## config.mk

```make
export PLATFORM = sky130hd
export DESIGN_NAME = idex_pipe_reg
export DESIGN_NICKNAME = d
export VERILOG_FILES = /design/src/rtl/rv32i_pkg.sv /design/src/rtl/pipe_skid_buf.sv /design/src/rtl/idex_pipe_reg.sv
export SDC_FILE = /design/constraint.sdc
export NUM_CORES = 1
export LEC_CHECK = 0
export ABC_AREA = 1
export BUFFER_PORTS_ARGS = -buffer_cell sky130_fd_sc_hd__buf_4
export CELL_PAD_IN_SITES_DETAIL_PLACEMENT = 0
export CELL_PAD_IN_SITES_GLOBAL_PLACEMENT = 2
export CORE_UTILIZATION = 31
export CTS_CLUSTER_SIZE = 16
export DETAILED_ROUTE_END_ITERATION = 16
export PLACE_DENSITY_LB_ADDON = 0.05
export SLEW_MARGIN = 20
export SYNTH_ARGS = -nofsm -noshare
export SYNTH_HDL_FRONTEND = slang
export SYNTH_SLANG_ARGS = --single-unit
```

## constraint.sdc

```tcl
create_clock -name clk -period 3 [get_ports clk]
set_clock_uncertainty 0.05 [all_clocks]
set_input_delay 0.15 -clock clk [delete_from_list [all_inputs] [get_ports clk]]
set_output_delay 0.15 -clock clk [all_outputs]
set_load 0.01 [all_outputs]
```

## src/rtl/rv32i_pkg.sv

```systemverilog
// rv32i_pkg: shared types for the RV32I pipeline.
//   DPW          - datapath width
//   alu_op_t     - ALU operation encoding (ALU_ADD is the all-zero code)
//   idex_ctrl_t  - control bundle carried from decode into execute
//   idex_state_t - occupancy of the ID/EX holding stage
package rv32i_pkg;

  localparam int DPW = 32;

  typedef enum logic [3:0] {
    ALU_ADD = 4'd0,
    ALU_SUB = 4'd1,
    ALU_AND = 4'd2,
    ALU_OR  = 4'd3,
    ALU_XOR = 4'd4,
    ALU_SLT = 4'd5,
    ALU_SLL = 4'd6,
    ALU_SRL = 4'd7,
    ALU_SRA = 4'd8
  } alu_op_t;

  typedef struct packed {
    logic [1:0] resultsrc;
    logic       memwrite;
    logic       alusrc;
    logic       regwrite;
    alu_op_t    alu_ctrl;
  } idex_ctrl_t;

  typedef enum logic [1:0] {
    EMPTY = 2'd0,
    ONE   = 2'd1,
    TWO   = 2'd2
  } idex_state_t;

endpackage

```

## src/rtl/pipe_skid_buf.sv

```systemverilog
// pipe_skid_buf: generic valid/ready holding stage with an optional skid entry.
//   clk, rst             - clock, synchronous active-high reset
//   in_valid/in_ready    - upstream handshake, in_data payload
//   flush                - turn every held entry into a bubble
//   out_valid/out_ready  - downstream handshake, out_data payload
//
// state | meaning
// EMPTY | nothing held, out_valid low
// ONE   | main entry holds a beat
// TWO   | main and skid both hold beats, in_ready low
//
// Bubbles carry all-zero data so a downstream decoder sees a harmless nop.
module pipe_skid_buf
  import rv32i_pkg::*;
#(
  parameter int W       = 8,
  parameter int SKID_EN = 1
) (
  input  logic         clk,
  input  logic         rst,
  input  logic         in_valid,
  output logic         in_ready,
  input  logic [W-1:0] in_data,
  input  logic         flush,
  input  logic         out_ready,
  output logic         out_valid,
  output logic [W-1:0] out_data
);

  idex_state_t  state;
  logic [W-1:0] main_q;
  logic [W-1:0] skid_q;
  logic         ready_q;
  logic         accept;
  logic         drain;

  assign out_valid = (state != EMPTY);
  assign out_data  = main_q;
  // Without the skid entry the stage can only accept when the held beat leaves.
  assign in_ready  = (SKID_EN != 0) ? ready_q : (out_ready || !out_valid);
  assign accept    = in_valid && in_ready;
  assign drain     = out_valid && out_ready;

  always_ff @(posedge clk) begin
    if (rst || flush) begin
      state   <= EMPTY;
      main_q  <= '0;
      skid_q  <= '0;
      ready_q <= 1'b1;
    end else begin
      case (state)
        EMPTY: begin
          if (accept) begin
            main_q <= in_data;
            state  <= ONE;
          end
        end
        ONE: begin
          if (accept && (drain || SKID_EN == 0)) begin
            main_q <= in_data;
          end else if (accept) begin
            skid_q  <= in_data;
            state   <= TWO;
            ready_q <= 1'b0;
          end else if (drain) begin
            main_q <= '0;
            state  <= EMPTY;
          end
        end
        TWO: begin
          if (drain) begin
            main_q  <= skid_q;
            skid_q  <= '0;
            state   <= ONE;
            ready_q <= 1'b1;
          end
        end
        default: begin
          state   <= EMPTY;
          main_q  <= '0;
          skid_q  <= '0;
          ready_q <= 1'b1;
        end
      endcase
    end
  end

endmodule

```

## src/rtl/idex_pipe_reg.sv

```systemverilog
// idex_pipe_reg: ID/EX pipeline register with writeback forwarding.
//   clk, rst                      - clock, synchronous active-high reset
//   valid_d/ready_d               - decode-side handshake
//   ctrl_d, rs*_d, rd_d, rd*_d,
//   imm_d, pc_d                   - decoded beat
//   wb_we, wb_addr, wb_data       - writeback port snoop for forwarding
//   flush_e, ready_e              - execute-side kill and accept
//   valid_e, ctrl_e, rs*_e, rd_e,
//   srca_e, rd2_e, imm_e, pc_e    - beat presented to execute
module idex_pipe_reg
  import rv32i_pkg::*;
#(
  parameter int ADW       = 5,
  parameter int SKID_EN   = 1,
  parameter int BYPASS_EN = 1
) (
  input  logic           clk,
  input  logic           rst,
  input  logic           valid_d,
  output logic           ready_d,
  input  idex_ctrl_t     ctrl_d,
  input  logic [ADW-1:0] rs1_d,
  input  logic [ADW-1:0] rs2_d,
  input  logic [ADW-1:0] rd_d,
  input  logic [DPW-1:0] rd1_d,
  input  logic [DPW-1:0] rd2_d,
  input  logic [DPW-1:0] imm_d,
  input  logic [DPW-1:0] pc_d,
  input  logic           wb_we,
  input  logic [ADW-1:0] wb_addr,
  input  logic [DPW-1:0] wb_data,
  input  logic           flush_e,
  input  logic           ready_e,
  output logic           valid_e,
  output idex_ctrl_t     ctrl_e,
  output logic [ADW-1:0] rs1_e,
  output logic [ADW-1:0] rs2_e,
  output logic [ADW-1:0] rd_e,
  output logic [DPW-1:0] srca_e,
  output logic [DPW-1:0] rd2_e,
  output logic [DPW-1:0] imm_e,
  output logic [DPW-1:0] pc_e
);

  localparam int W = $bits(idex_ctrl_t) + 3 * ADW + 4 * DPW;

  logic           fwd1;
  logic           fwd2;
  logic [DPW-1:0] srca_d;
  logic [DPW-1:0] rd2_fwd_d;
  logic [W-1:0]   in_data;
  logic [W-1:0]   out_data;

  // x0 is hard-wired zero, so a write to it must never be forwarded.
  assign fwd1 = (BYPASS_EN != 0) && wb_we && (wb_addr == rs1_d) && (rs1_d != '0);
  assign fwd2 = (BYPASS_EN != 0) && wb_we && (wb_addr == rs2_d) && (rs2_d != '0);

  assign srca_d    = fwd1 ? wb_data : rd1_d;
  assign rd2_fwd_d = fwd2 ? wb_data : rd2_d;

  assign in_data = {ctrl_d, rs1_d, rs2_d, rd_d, srca_d, rd2_fwd_d, imm_d, pc_d};
  assign {ctrl_e, rs1_e, rs2_e, rd_e, srca_e, rd2_e, imm_e, pc_e} = out_data;

  pipe_skid_buf #(
    .W       (W),
    .SKID_EN (SKID_EN)
  ) u_buf (
    .clk       (clk),
    .rst       (rst),
    .in_valid  (valid_d),
    .in_ready  (ready_d),
    .in_data   (in_data),
    .flush     (flush_e),
    .out_ready (ready_e),
    .out_valid (valid_e),
    .out_data  (out_data)
  );

endmodule

```

After elaboration in Yosys (flattened, before gate mapping)
Index checks and enable logic that the tools add are counted.
W data, S select, Z words.

storage, ports and cells
  register bits after elaboration = 307
  input port bits = 195
  output and inout port bits = 154
  word-level logic and storage cells = 51

cells by class
  equal/unequal tests = 11
  mux-type cells = 20
  bitwise logic cells = 1
  reduce and logical (&&, ||, !) cells = 15

operators with widths
  cell                  count
  $mux W152             6
  $pmux W152 S3         2
  $mux W32              2
  $reduce_and A4 Y1     3
  $eq A5 B5 Y1          2
  $mux W2               5
  $reduce_bool A5 Y1    2
  $logic_and A1 B1 Y1   7
  $ne A2 B1 Y1 const B  3
  $ne A3 B1 Y1 const B  2
  $pmux W2 S3           1
  $mux W1               3
  $ne A3 B3 Y1 const B  1
  $pmux W1 S3           1
  $eq A2 B1 Y1 const B  1
  $eq A2 B2 Y1 const B  1
  $logic_not A2 Y1      1
  $ne A2 B2 Y1 const B  1
  $reduce_bool A2 Y1    1
  $logic_or A1 B1 Y1    1
  $not A1 Y1            1

Longest topological paths before layout
Gate-level depths: netlist (run 1).

  word-level depth = 7
  mapped depth = 13
  depth with buffers taken out = 12

By module
From an unflattened synthesis (run 1), not the netlist that was laid out.

second synthesis, totals
  cell total of the unflattened synthesis = 3,371
  area, all modules = 18,590.3 um^2

by module, submodules not included
  module         times used  cells an instance  area each (um^2)  seq. area each (um^2)
  pipe_skid_buf  1           3,093              17,252.8          6,145.9
  idex_pipe_reg  1           278                1,337.5           0.0

Worst setup path before layout (run 1)
Ideal clock, no wire load.

  kind = flip-flop to flip-flop
  from = register u_buf.state[1]
  to = register u_buf.main_q[44], in the netlist u_buf.out_data[44]
  library setup time = 0.070 ns
  data arrival time = 1.561 ns
  data required time = 2.880 ns
  slack = 1.318 ns
  cell stages (with the launch flop) = 12
  buffers on the path = 3
  period minus slack after synthesis = 1.682 ns
  cell sequence = dfxtp_1 > buf_4 > inv_2 > nand2_1 > o21ai_1 > nor2_2 > inv_2 > a21oi_4 > buf_4 > buf_4 > nand2_1 > a21oi_1

on the way
  cells in the longest elaborated chain, start to end = 5
  elaborated cells on any way between the ends = 13
  those cells by class = eq/ne (6); mux (2); reduce/logical (5)

ends and longest elaborated chain
  element                                                                     line                 source
  from (decl)                                                                 pipe_skid_buf.sv:30  idex_state_t state;
  from (signal assigned)                                                      pipe_skid_buf.sv:46  state <= EMPTY;
  from (signal assigned)                                                      pipe_skid_buf.sv:55  state <= ONE;
  from (signal assigned)                                                      pipe_skid_buf.sv:63  state <= TWO;
  $reduce_bool A2 Y1 (*)                                                      pipe_skid_buf.sv:37  assign out_valid = (state != EMPTY);
  via valid_e                                                                 idex_pipe_reg.sv:34  output logic valid_e,
  $logic_and A1 B1 Y1 (*)                                                     pipe_skid_buf.sv:42  assign drain = out_valid && out_ready;
  $logic_and A1 B1 Y1                                                         pipe_skid_buf.sv:59  if (accept && (drain || SKID_EN == 0)) begin
  $ne A3 B3 Y1 (no source line) (tied with other cells)                       --
  $reduce_and A4 Y1 (no source line) / $pmux W152 S3 (equally long branches)  --
  to (signal assigned)                                                        pipe_skid_buf.sv:54  main_q <= in_data;
  to (signal assigned)                                                        pipe_skid_buf.sv:60  main_q <= in_data;
  to (signal assigned)                                                        pipe_skid_buf.sv:72  main_q <= skid_q;
  to (decl)                                                                   pipe_skid_buf.sv:31  logic [W-1:0] main_q;

Mark *: on every way through the listed nets, which the timed path passes. The rest lies on a longest branch.
A chain may end at the register's enable or synchronous reset.

Worst setup path after layout (run 1)
  from = register u_buf.state[0]
  to = register u_buf.skid_q[102]

on the way
  cells in the longest elaborated chain, start to end = 5
  elaborated cells on any way between the ends = 12
  those cells by class = eq/ne (5); mux (1); bitwise (1); reduce/logical (5)

ends and longest elaborated chain
  element                             line                 source
  $reduce_bool A2 Y1                  pipe_skid_buf.sv:37
  $logic_and A1 B1 Y1                 pipe_skid_buf.sv:42
  $logic_and A1 B1 Y1                 pipe_skid_buf.sv:59
  $ne A2 B2 Y1 (no source line)       --
  $reduce_and A4 Y1 (no source line)  --
  to (signal assigned)                pipe_skid_buf.sv:62  skid_q <= in_data;
  to (decl)                           pipe_skid_buf.sv:32  logic [W-1:0] skid_q;

Parallel ways exist; a longest one is shown, timed or not.

==> impl_results.md, run 1 <==
* Placed Area at 16,900 um^2
* Area of the die at 45,800 um^2
* Worst Reg-to-Reg Cells at 10
* Input/output buffers at 348
* Worst skew pair latency at 0.56 ns
* Simple-gate portion of the synthesized area at 27.4%
* TritonCTS Buffers at 39
* RSZ-0062 raised after global routing: false
* Worst slew margin at 36.0%
* Compound-cell area share of the yosys netlist at 18.4%
* Filler cells at 4,694
* Critical Path AT at 2.99 ns
* CTS Buffer Depth at 3
* Nets@finish at 2,659
* Drt pass-1 iters at 5
* Final min period at 2.56 ns
* Fin crit share at 85.3%
* Clk root buf: clkbuf_16
* Yosys Warn Count at 0
* HPWL after detailed placement at 33.1 mm
* H-tree depth at 2
* Comb power frac at 14.8%
* Die Y at 214 um
* Largest net degree at the start of global routing at 143
* Vias post-DR at 14,927
* Initial antenna violation count at 7
* GRT Util Overall at 23.0%
* Ports at 349
* First-pass GRT wire length at 83.6 mm
* Finish-stage setup viols at 0
* Max-slew violations at 0
* Tightest Hold Check Type: input port to register
* Setup tns final at 0 ns
* Unique masters post-synth at 23
* Worst EP required at 3.43 ns
* Core area at 44,300 um^2
* Sequential area share after synthesis at 44.1%
* Synth Cell Area at 13,900 um^2
* Measured slew at the worst slew-check pin at 0.960 ns
* Top FF cell, synth: dfxtp_1
* Final hold violation count at 0
* # DRC at 0
* Post-Route WL at 54.1 mm
* Design Area, Final at 19,900 um^2
* Clock slew at reported path FFs at 0.06 ns
* Synthesized area per cell at 6.80 um^2
* Syn-to-layout area delta at 42.9%
* Layout cells sized above 1 at 18.3%
* P_sw at 2.88 mW
* GP Congestion at 0.816
* # clock sinks at 307
* Seq pwr share at 39.8%
* Die W at 214 um
* Worst r2r src: u_buf.state[0]
* Vias in the first global route at 14,361
* EDFF count, synth at 0
* Post-synthesis cell count at 2,049
* Status: finished clean
* Proportion of synthesized area in mux cells at 0%
* Critical path endpoint category: register
* Critical path type: register to register
* GR Overflow Total at 0
* FFs w/ async S/R, synth at 0%
* Largest family of logic cells by synthesized area: simple AND/OR/NAND/NOR gates
* Sw Share at 26.9%
* Wire per inst at 17.5 um
* Vias per cell at 4.83
* Synth Area in Adders at 0%
* Initial core utilization at 31.4%
* DR iter-0 viols at 987
* Seq cells post-synth at 307
* Crit path launch type: register
* Hold WS at 0.0368 ns
* Post-CTS Setup Inserts at 0
* Int Power at 7.83 mW
* Final Util at 44.9%
* Maximum VDD drop at 0.304 mV
* Max FO, Critical Path at 88
* Max-cap violations at 0
* Core Rows at 77
* Power density over cell area at 538 nW/um^2
* Clock share of power at 45.5%
* Post-Synth XOR/XNOR Area at 0%
* Lkg Pwr at 8.58 nW
* CTS tree: built
* End point of the critical path: u_buf.skid_q[102]
* FF-to-FF End: u_buf.skid_q[102]
* Routed Antenna Nets at 0
* Fmax at 0.391 GHz
* Mapped Nets at 2,244
* FF-to-FF setup slack at 0.44 ns
* Critical path origin: u_buf.state[0]
cell usage in the layout (no fill, tap or decap), types with 40 or more instances in the layout:
cell type | netlist | final
nand2_1 | 716 | 716
dlygate4sd3_1 | 0 | 162
o21ai_0 | 77 | 77
a211oi_1 | 65 | 65
buf_4 | 5 | 367
clkbuf_16 | 0 | 40
dfxtp_1 | 307 | 307
a21oi_1 | 306 | 304
nand4_1 | 64 | 64
nand3_1 | 131 | 131
inv_1 | 180 | 180
stage by stage:
stage	setup WS, ns	instances	power, mW
floorplan	1.32	2049	5.10
global route	0.245	3086	11.2
global placement	0.736	2853	5.77
detailed placement	0.715	2853	5.78
finish	0.442	3089	10.7
CTS	0.449	3085	10.9
cell usage after synthesis (13+ instances only):
| library cell | instances | area (um^2) |
|---|---|---|
| a22o_1 | 13 | 114 |
| nand4_1 | 64 | 400 |
| buf_1 | 22 | 82.6 |
| clkbuf_1 | 82 | 308 |
| a211oi_1 | 65 | 488 |
| dfxtp_1 | 307 | 6150 |
| a21oi_1 | 306 | 1530 |
| o21ai_0 | 77 | 385 |
| buf_2 | 53 | 265 |
| nand3_1 | 131 | 656 |
| inv_1 | 180 | 676 |
| nand2_1 | 716 | 2690 |
state kept, by name, summed over array words and instances (netlist names):
name and cells:
u_buf.in_ready 1, u_buf.state 2, u_buf.skid_q 152, u_buf.out_data 152
power by group through the flow:
stage | logic [mW] | clock network, mW | registers [mW]
2_1_floorplan | 0.734 | 0 | 4.37
3_3_place_gp | 1.43 | 0 | 4.35
3_5_place_dp | 1.43 | 0 | 4.35
4_1_cts | 1.60 | 5.01 | 4.26
5_1_grt | 1.74 | 5.16 | 4.27
6_report | 1.58 | 4.87 | 4.26
critical path, stage by stage, from the launching register on:
cell and delay, ns:
dfxtp_1 0.47, inv_2 0.09, nor2_4 0.11, inv_2 0.06, nor2_1 0.23, inv_2 0.09, nor2_4 0.11, buf_12 0.35
nand3_1 0.13, dlygate4sd3_1 0.57, a21oi_1 0.13
worst min path at each step:
| stage | to | cells past startpoint | slack [ns] | start |
|---|---|---|---|---|
| finish | u_buf.skid_q[106] | 5 | 0.04 | wb_data[10] |
| global route | u_buf.skid_q[90] | 5 | 0.04 | wb_data[26] |
| CTS | u_buf.skid_q[67] | 5 | 0.001 | wb_data[3] |
| detailed placement | u_buf.skid_q[128] | 3 | 0.38 | rd_d[0] |
| global placement | u_buf.skid_q[128] | 3 | 0.38 | rd_d[0] |
| floorplan | u_buf.skid_q[142] | 2 | 0.25 | rs1_d[4] |
metal layers:
metal	part of all wire, %	global-route usage [%]	vias to the layer above
met4	3.3	8.82	6
li1	-	-	7517
met2	47	37.2	373
met5	0.063	0	-
met3	5.5	4.58	97
met1	45	30.1	6934
area by class of cell:
type                       count  area (um^2)  share of cell area, %
inverter                     188          718                   3.61
antenna                        4         10.0                 0.0503
clock buffer                  66         1280                   6.42
clock inverter                 4         60.1                  0.302
timing repair buffer         536         4520                   22.7
sequential                   307         6150                   30.9
tap                          592          741                   3.72
multi-input combinational   1392         6430                   32.3
what timing repair did:
action,4_1_cts,5_1_grt
endpoints found under the setup margin,0,0
gates resized for setup,0,0
endpoints found under the hold margin,250,0
hold buffers,162,0
cell families after synthesis:
family                 Yosys count
AOI/OAI and AO/OA              466
and+or+nand+nor                926
DFF                            307
buffers and inverters          350
Note: power is estimated with default switching activity, not from simulation.
==> inputs of run 2 (changes only) <==
--- a/config.mk
+++ b/config.mk
@@ -13,6 +13,7 @@
 export CTS_CLUSTER_SIZE = 16
 export DETAILED_ROUTE_END_ITERATION = 16
 export PLACE_DENSITY_LB_ADDON = 0.05
+export REMOVE_ABC_BUFFERS = 1
 export SLEW_MARGIN = 20
 export SYNTH_ARGS = -nofsm -noshare
 export SYNTH_HDL_FRONTEND = slang
==> run 2 against run 1 <==
Clock-buffer cell count fell by 4. Critical path depth unchanged. Die area is the same. Cell count grew 0.97%. Register-to-register slack got worse by 0.20 ns. Largest cell class unchanged.
==> impl_results.md, run 2 (synthesis gave the netlist of run 1 again) <==
* Status: finished clean
* Total power at 10.7 mW (-0.21%)
* Seq pwr share at 39.9% (about the same)
* # clock sinks at 307 (unchanged)
* RSZ-0062 raised after global routing: false
* # DRC at 0 (unchanged)
* Final min period at 2.76 ns (+0.203 ns)
* GRT Util Overall at 23.1% (+0.096 points)
* Setup ws final at 0.239 ns (-0.203 ns)
* Routed Antenna Nets at 0 (unchanged)
* Critical path's slowest cell: dlygate4sd3_1
* Ports at 349 (unchanged)
* CTS Buffer Depth at 3 (unchanged)
* Drt pass-1 iters at 6 (+1)
* Nets@finish at 2,693 (+1.3%)
* Delay-heaviest family, CP: buffers and inverters
* Vias post-DR at 15,123 (+1.3%)
* Core area at 44,300 um^2 (unchanged)
* CP max stage delay at 0.58 ns (about the same)
* TritonCTS Buffers at 39 (unchanged)
* Final hold violation count at 0 (unchanged)
* Vias per cell at 4.85 (+0.34%)
* Critical Path AT at 3.19 ns (+0.20 ns)
* Power density over cell area at 528 nW/um^2 (-1.8%)
* Max-slew violations at 0 (unchanged)
* Wire per inst at 17.2 um (-1.8%)
* Maximum VDD drop at 0.382 mV (+26%)
* Clock share of power at 45.2% (-0.3 points)
* Measured slew at the worst slew-check pin at 0.978 ns (+0.0179 ns)
* DP Worst Slack at 0.687 ns (-0.0280 ns)
* Fin crit share at 92.0% (+6.8 points)
* Syn-to-layout area delta at 45.2%
* Critical path endpoint category: register
* Hold buffers post-CTS at 194 (+20%)
* Initial core utilization at 31.4% (unchanged)
* Initial antenna violation count at 2 (-5)
* Comb power frac at 14.9% (about the same)
* Post-CTS Setup Inserts at 0 (unchanged)
* Post-Route WL at 53.6 mm (-0.88%)
* Crit path launch type: register
* P_sw at 2.85 mW (-1.2%)
* First-pass GRT wire length at 84.5 mm (+1.1%)
* Worst EP required at 3.42 ns (about the same)
* Core Rows at 77 (unchanged)
* Layout cells sized above 1 at 18.1% (-0.20 points)
* CP Cell Sequence: inv_2 -> nor2_4 -> inv_2 -> nor2_1 -> inv_2 -> nor2_4 -> buf_12 -> nand3_1 -> dlygate4sd3_1 -> a21oi_1
* Area of the die at 45,800 um^2 (unchanged)
* Lkg Pwr at 8.63 nW (+0.64%)
* Int Power at 7.84 mW (+0.17%)
* Fmax at 0.362 GHz (-7.4%)
* DR iter-0 viols at 932 (-5.6%)
* Input/output buffers at 348 (unchanged)
* Worst skew pair latency at 0.55 ns (about the same)
* HPWL after detailed placement at 30.9 mm (-6.8%)
* Largest net degree at the start of global routing at 143 (unchanged)
* Commonest non-fill, non-tap cell in the layout: nand2_1
* Most used cell, CP: inv_2
* Critical path type: register to register
* H-tree depth at 2 (unchanged)
* Clk root buf: clkbuf_16
* GP Congestion at 0.791 (-3.0%)
* Die W at 214 um (unchanged)
* Vias in the first global route at 14,928 (+3.9%)
* Clock slew at reported path FFs at 0.06 ns (about the same)
* Die Y at 214 um (unchanged)
* Max FO, Critical Path at 59 (-33%)
* CTS tree: built
* Max-cap violations at 0 (unchanged)
* Most frequent cells in the layout: nand2_1 (716), buf_4 (368), dfxtp_1 (307)
* Post-CTS Resized at 0 (unchanged)
* Worst slew margin at 34.8% (-1.2 points)
* Sw Share at 26.6% (-0.28 points)
* GR Overflow Total at 0 (unchanged)
* Buffers & Inverters on Critical Path at 5 (unchanged)
* Finish-stage setup viols at 0 (unchanged)
* Tightest Hold Check Type: input port to register
[run 2: cell count changes in the layout (fill, tap and decap cells not counted), moves of 3 or more]
cell           delta
clkbuf_8          -5
clkinv_2          +3
diode_2           -3
dlygate4sd3_1    +32
[run 2: final cells by class]
cell class                 instances  area, um^2
fill                            4643       24100
multi-input combinational       1392        6440
sequential                       307        6150
timing repair buffer             570        4860
clock buffer                      62        1230
tap                              592         741
inverter                         188         718
clock inverter                     7        87.6
antenna                            1        2.50
[run 2: worst reg2reg max path, stage by stage, from the launching register on]
cell           delay (ns)
dfxtp_1              0.48
inv_2                0.09
nor2_4               0.13
inv_2                0.07
nor2_1               0.24
inv_2                0.09
nor2_4               0.32
buf_12               0.35
nand3_1              0.18
dlygate4sd3_1        0.58
a21oi_1              0.12
[run 2: metal layers]
layer / vias to the layer above / wire length, um / global-route usage [%]
li1: 7583 / - / -
met1: 7078 / 24300 / 30.3
met2: 384 / 25300 / 38.9
met3: 76 / 2700 / 3.30
met4: 2 / 1320 / 7.43
met5: - / 10 / 0
[run 2: worst paths after layout]
kind	start	endpoint	depth (start not counted)	slack (ns)
setup reg to reg	u_buf.state[0]	u_buf.skid_q[96]	10	0.24
setup / recovery	u_buf.state[0]	u_buf.skid_q[96]	10	0.24
hold reg to reg	u_buf.skid_q[40]	u_buf.skid_q[40]	2	0.40
hold / removal	wb_data[10]	u_buf.skid_q[74]	5	0.02
[run 2: per-stage QoR]
step	hold WS [ns]	instances	setup TNS, ns	util (%)	instance area (um^2)
CTS	0.000106	3118	0	45.7	20200
global route	0.0533	3119	0	45.7	20200
global placement	0.378	2855	0	38.3	17000
finish	0.0228	3119	0	45.7	20200
detailed placement	0.385	2855	0	38.3	17000
floorplan	0.249	1887	-995.23	-	13200
[run 2: power by group through the flow]
stage	registers (mW)	clock network (mW)	logic, mW
after floorplan	4.37	0	0.687
after global placement	4.35	0	1.43
after detailed placement	4.35	0	1.43
after CTS	4.26	4.97	1.61
after global routing	4.27	5.12	1.76
final	4.26	4.83	1.59
==> inputs of run 3 (changes only) <==
--- a/config.mk
+++ b/config.mk
@@ -9,7 +9,7 @@
 export BUFFER_PORTS_ARGS = -buffer_cell sky130_fd_sc_hd__buf_4
 export CELL_PAD_IN_SITES_DETAIL_PLACEMENT = 0
 export CELL_PAD_IN_SITES_GLOBAL_PLACEMENT = 2
-export CORE_UTILIZATION = 31
+export CORE_UTILIZATION = 30
 export CTS_CLUSTER_SIZE = 16
 export DETAILED_ROUTE_END_ITERATION = 16
 export PLACE_DENSITY_LB_ADDON = 0.05
@@ -17,4 +17,5 @@
 export SLEW_MARGIN = 20
 export SYNTH_ARGS = -nofsm -noshare
 export SYNTH_HDL_FRONTEND = slang
+export SYNTH_HIERARCHICAL = 1
 export SYNTH_SLANG_ARGS = --single-unit
==> run 3 against run 2 <==
Maximum frequency up 15%. Critical path depth shrank 2. Sequential share of layout area down 4.7 points. Cell area grew 18%. Total power grew 5.4%. Utilization decreased by 6.3 points. Worst setup slack better by 0.35 ns. First-iteration DRC count increased by 23%. Sequential power is essentially flat. Die area increased by 37%. Clock power is 5.0% higher. Critical path type unchanged.
==> impl_results.md, run 3 <==
* Status: finished clean
* Multi-input gate area at 9200 um^2 (+43%)
* DR iter-0 viols at 1,147 (+23%)
* Worst slew margin at 35.2% (+0.41 points)
* Sw Share at 29.3% (+2.7 points)
* Top FF cell, synth: dfxtp_1
* Seq cells post-synth at 307 (unchanged)
* Sequential area share after synthesis at 33.1% (-11 points)
* Vias in the first global route at 19,219 (+29%)
* Seq pwr share at 38.0% (-1.9 points)
* # DRC at 0 (unchanged)
* EDFF count, synth at 0 (unchanged)
* Synthesized area per cell at 5.51 um^2 (-19%)
* Layout cells sized above 1 at 12.7% (-5.3 points)
* Routed Antenna Nets at 0 (unchanged)
* Count leader, synth: nand2_1
* Synth area leader: dfxtp_1
* FFs w/ async S/R, synth at 0% (unchanged)
* Most frequent cells in the layout: nand2_1 (1,383), inv_1 (604), nor2_1 (388)
* Unique masters post-synth at 25 (+8.7%)
* FF/Latch Area at 6150 um^2 (about the same)
* Initial antenna violation count at 3 (+1)
* Hold buffers post-CTS at 92 (-53%)
* Largest net degree at the start of global routing at 155 (+8.4%)
* Nets@finish at 3,870 (+44%)
* CTS Buffer Depth at 3 (unchanged)
* Measured slew at the worst slew-check pin at 0.972 ns (-0.00616 ns)
* Critical path endpoint category: register
* Lkg Pwr at 12.9 nW (+50%)
* Post-synth top area share at 33.1% (-11 points)
* Int Power at 7.96 mW (+1.5%)
* Die Y at 251 um (+17%)
* Critical path type: register to register
* CTS tree: built
* Yosys Warn Count at 6 (+6)
* Fin crit share at 80.4% (-12 points)
* Worst skew pair latency at 0.56 ns (about the same)
* Wire per inst at 16.1 um (-6.6%)
* Comb power frac at 17.0% (+2.1 points)
* Worst EP required at 3.37 ns (-0.05 ns)
* Core area at 60,800 um^2 (+37%)
* RSZ-0062 raised after global routing: false
* Power density over cell area at 470 nW/um^2 (-11%)
* Commonest non-fill, non-tap cell in the layout: nand2_1
* Max-slew violations at 0 (unchanged)
* Maximum VDD drop at 0.321 mV (-16%)
* Crit path launch type: register
* Finish-stage setup viols at 0 (unchanged)
* Critical path's slowest cell: dfxtp_4
* # clock sinks at 307 (unchanged)
* Post-synthesis cell count at 3,371 (+65%)
* Synth cell count leaders: nand2_1 (1,384), inv_1 (604), nor2_1 (392)
* Post-CTS Setup Inserts at 0 (unchanged)
* Initial core utilization at 30.6% (-0.87 points)
* GP Congestion at 0.803 (+1.5%)
* Max-cap violations at 0 (unchanged)
* Final hold violation count at 0 (unchanged)
* Drt pass-1 iters at 5 (-1)
* Placed Area at 21,700 um^2 (+28%)
* Max FO, Critical Path at 148 (+150%)
* CP max stage delay at 0.70 ns (+0.12 ns)
* Fmax at 0.415 GHz (+15%)
* Post-CTS Resized at 0 (unchanged)
* Tightest Hold Check Type: input port to register
* H-tree depth at 2 (unchanged)
* Post-Route WL at 72.1 mm (+34%)
* GRT Util Overall at 22.5% (-0.62 points)
* Most used cell, CP: nand2_1
* Ports at 349 (unchanged)
* Input/output buffers at 348 (unchanged)
* Clock slew at reported path FFs at 0.06 ns (about the same)
* Clock share of power at 45.0% (-0.2 points)
* TritonCTS Buffers at 42 (+7.7%)
* GR Overflow Total at 0 (unchanged)
* Synth Cell Area at 18,600 um^2 (+33%)
* First-pass GRT wire length at 111 mm (+31%)
* Clk root buf: clkbuf_16
* Setup tns final at 0 ns (unchanged)
* Die W at 251 um (+17%)
* Top cells by area, synth: dfxtp_1 (33%), nand2_1 (28%), inv_1 (12%), nor2_1 (7.9%), nand3_1 (7.2%)
* Design Area, Final at 24,000 um^2 (+18%)
* CP Cell Sequence: inv_1 -> nand2_4 -> buf_12 -> nor2_1 -> nand2_1 -> nand2_1 -> nand2_1 -> a21oi_1
* HPWL after detailed placement at 40.5 mm (+31%)
* Filler cells at 6,668 (+44%)
* Critical Path AT at 2.78 ns (-0.41 ns)
* P_sw at 3.30 mW (+16%)
* Final min period at 2.41 ns (-0.350 ns)
* Vias post-DR at 20,159 (+33%)
* Syn-to-layout area delta at 28.8%
* Vias per cell at 4.49 (-7.4%)
* Area of the die at 63,000 um^2 (+37%)
* Core Rows at 90 (+17%)
run 3: changes by cell type after synthesis, moves of 17 or more:
| cell | change |
|---|---|
| nand2_1 | +668 |
| inv_1 | +424 |
| nor2_1 | +381 |
| a21oi_1 | -153 |
| nand3_1 | +135 |
| o21ai_0 | -76 |
| a211oi_1 | -65 |
| nand4_1 | -32 |
| buf_2 | +23 |
| buf_6 | +17 |
run 3: critical path: cells and delay by family, from the launching register on:
kind | cells | cell delay [ns]
buffers and inverters | 2 | 0.90
DFF | 1 | 0.70
and+or+nand+nor | 5 | 0.51
AOI/OAI and AO/OA | 1 | 0.07
run 3: final cells by class:
class	count	area share [%]
Timing Repair Buffer	469	16.4
Inverter	613	9.65
Multi-Input combinational cell	2242	38.4
Antenna cell	1	0.0104
Tap cell	782	4.09
Clock buffer	66	5.41
Sequential cell	307	25.7
Clock inverter	11	0.334
run 3: logic make-up after synthesis:
| logic type | count (synthesis) | share of synthesized area (%) |
|---|---|---|
| buf+inv | 822 | 17.9 |
| compound gates | 157 | 4.29 |
| simple gates | 2085 | 44.8 |
| flops | 307 | 33.1 |
run 3: final timing paths:
check	slack, ns	cells after the start	endpoint	start
setup / recovery	0.59	8	u_buf/out_data[92]	u_buf/state[1]
hold / removal	0.04	7	u_buf/skid_q[71]	rd2_d[7]
setup reg to reg	0.59	8	u_buf/out_data[92]	u_buf/state[1]
hold reg to reg	0.41	2	u_buf/out_data[2]	u_buf/out_data[2]
run 3: per-stage QoR:
stage | utilization, % | total power [mW] | worst slack, ns | hold slack (ns) | cells
after floorplan | - | 5.45 | -11.28 | 0.260 | 3162
after global placement | 35.6 | 6.19 | 0.623 | 0.402 | 4321
after detailed placement | 35.6 | 6.20 | 0.567 | 0.407 | 4321
after CTS | 39.4 | 11.5 | 0.547 | 0.00191 | 4490
after global routing | 39.4 | 11.9 | 0.394 | 0.0491 | 4491
final | 39.4 | 11.3 | 0.589 | 0.0406 | 4491
run 3: power by group through the flow:
stage / registers, mW / logic (mW) / clock network (mW)
after floorplan: 4.38 / 1.07 / 0
after global placement: 4.37 / 1.82 / 0
after detailed placement: 4.37 / 1.83 / 0
after CTS: 4.28 / 1.94 / 5.26
after global routing: 4.29 / 2.15 / 5.41
final: 4.28 / 1.91 / 5.07
run 3: metal layers:
metal | global-route usage (%) | vias up | routed length, um
li1 | - | 10488 | -
met3 | 3.14 | 71 | 3340
met2 | 39.2 | 384 | 34600
met5 | 0 | - | 23
met1 | 29.0 | 9212 | 32800
met4 | 5.70 | 4 | 1370
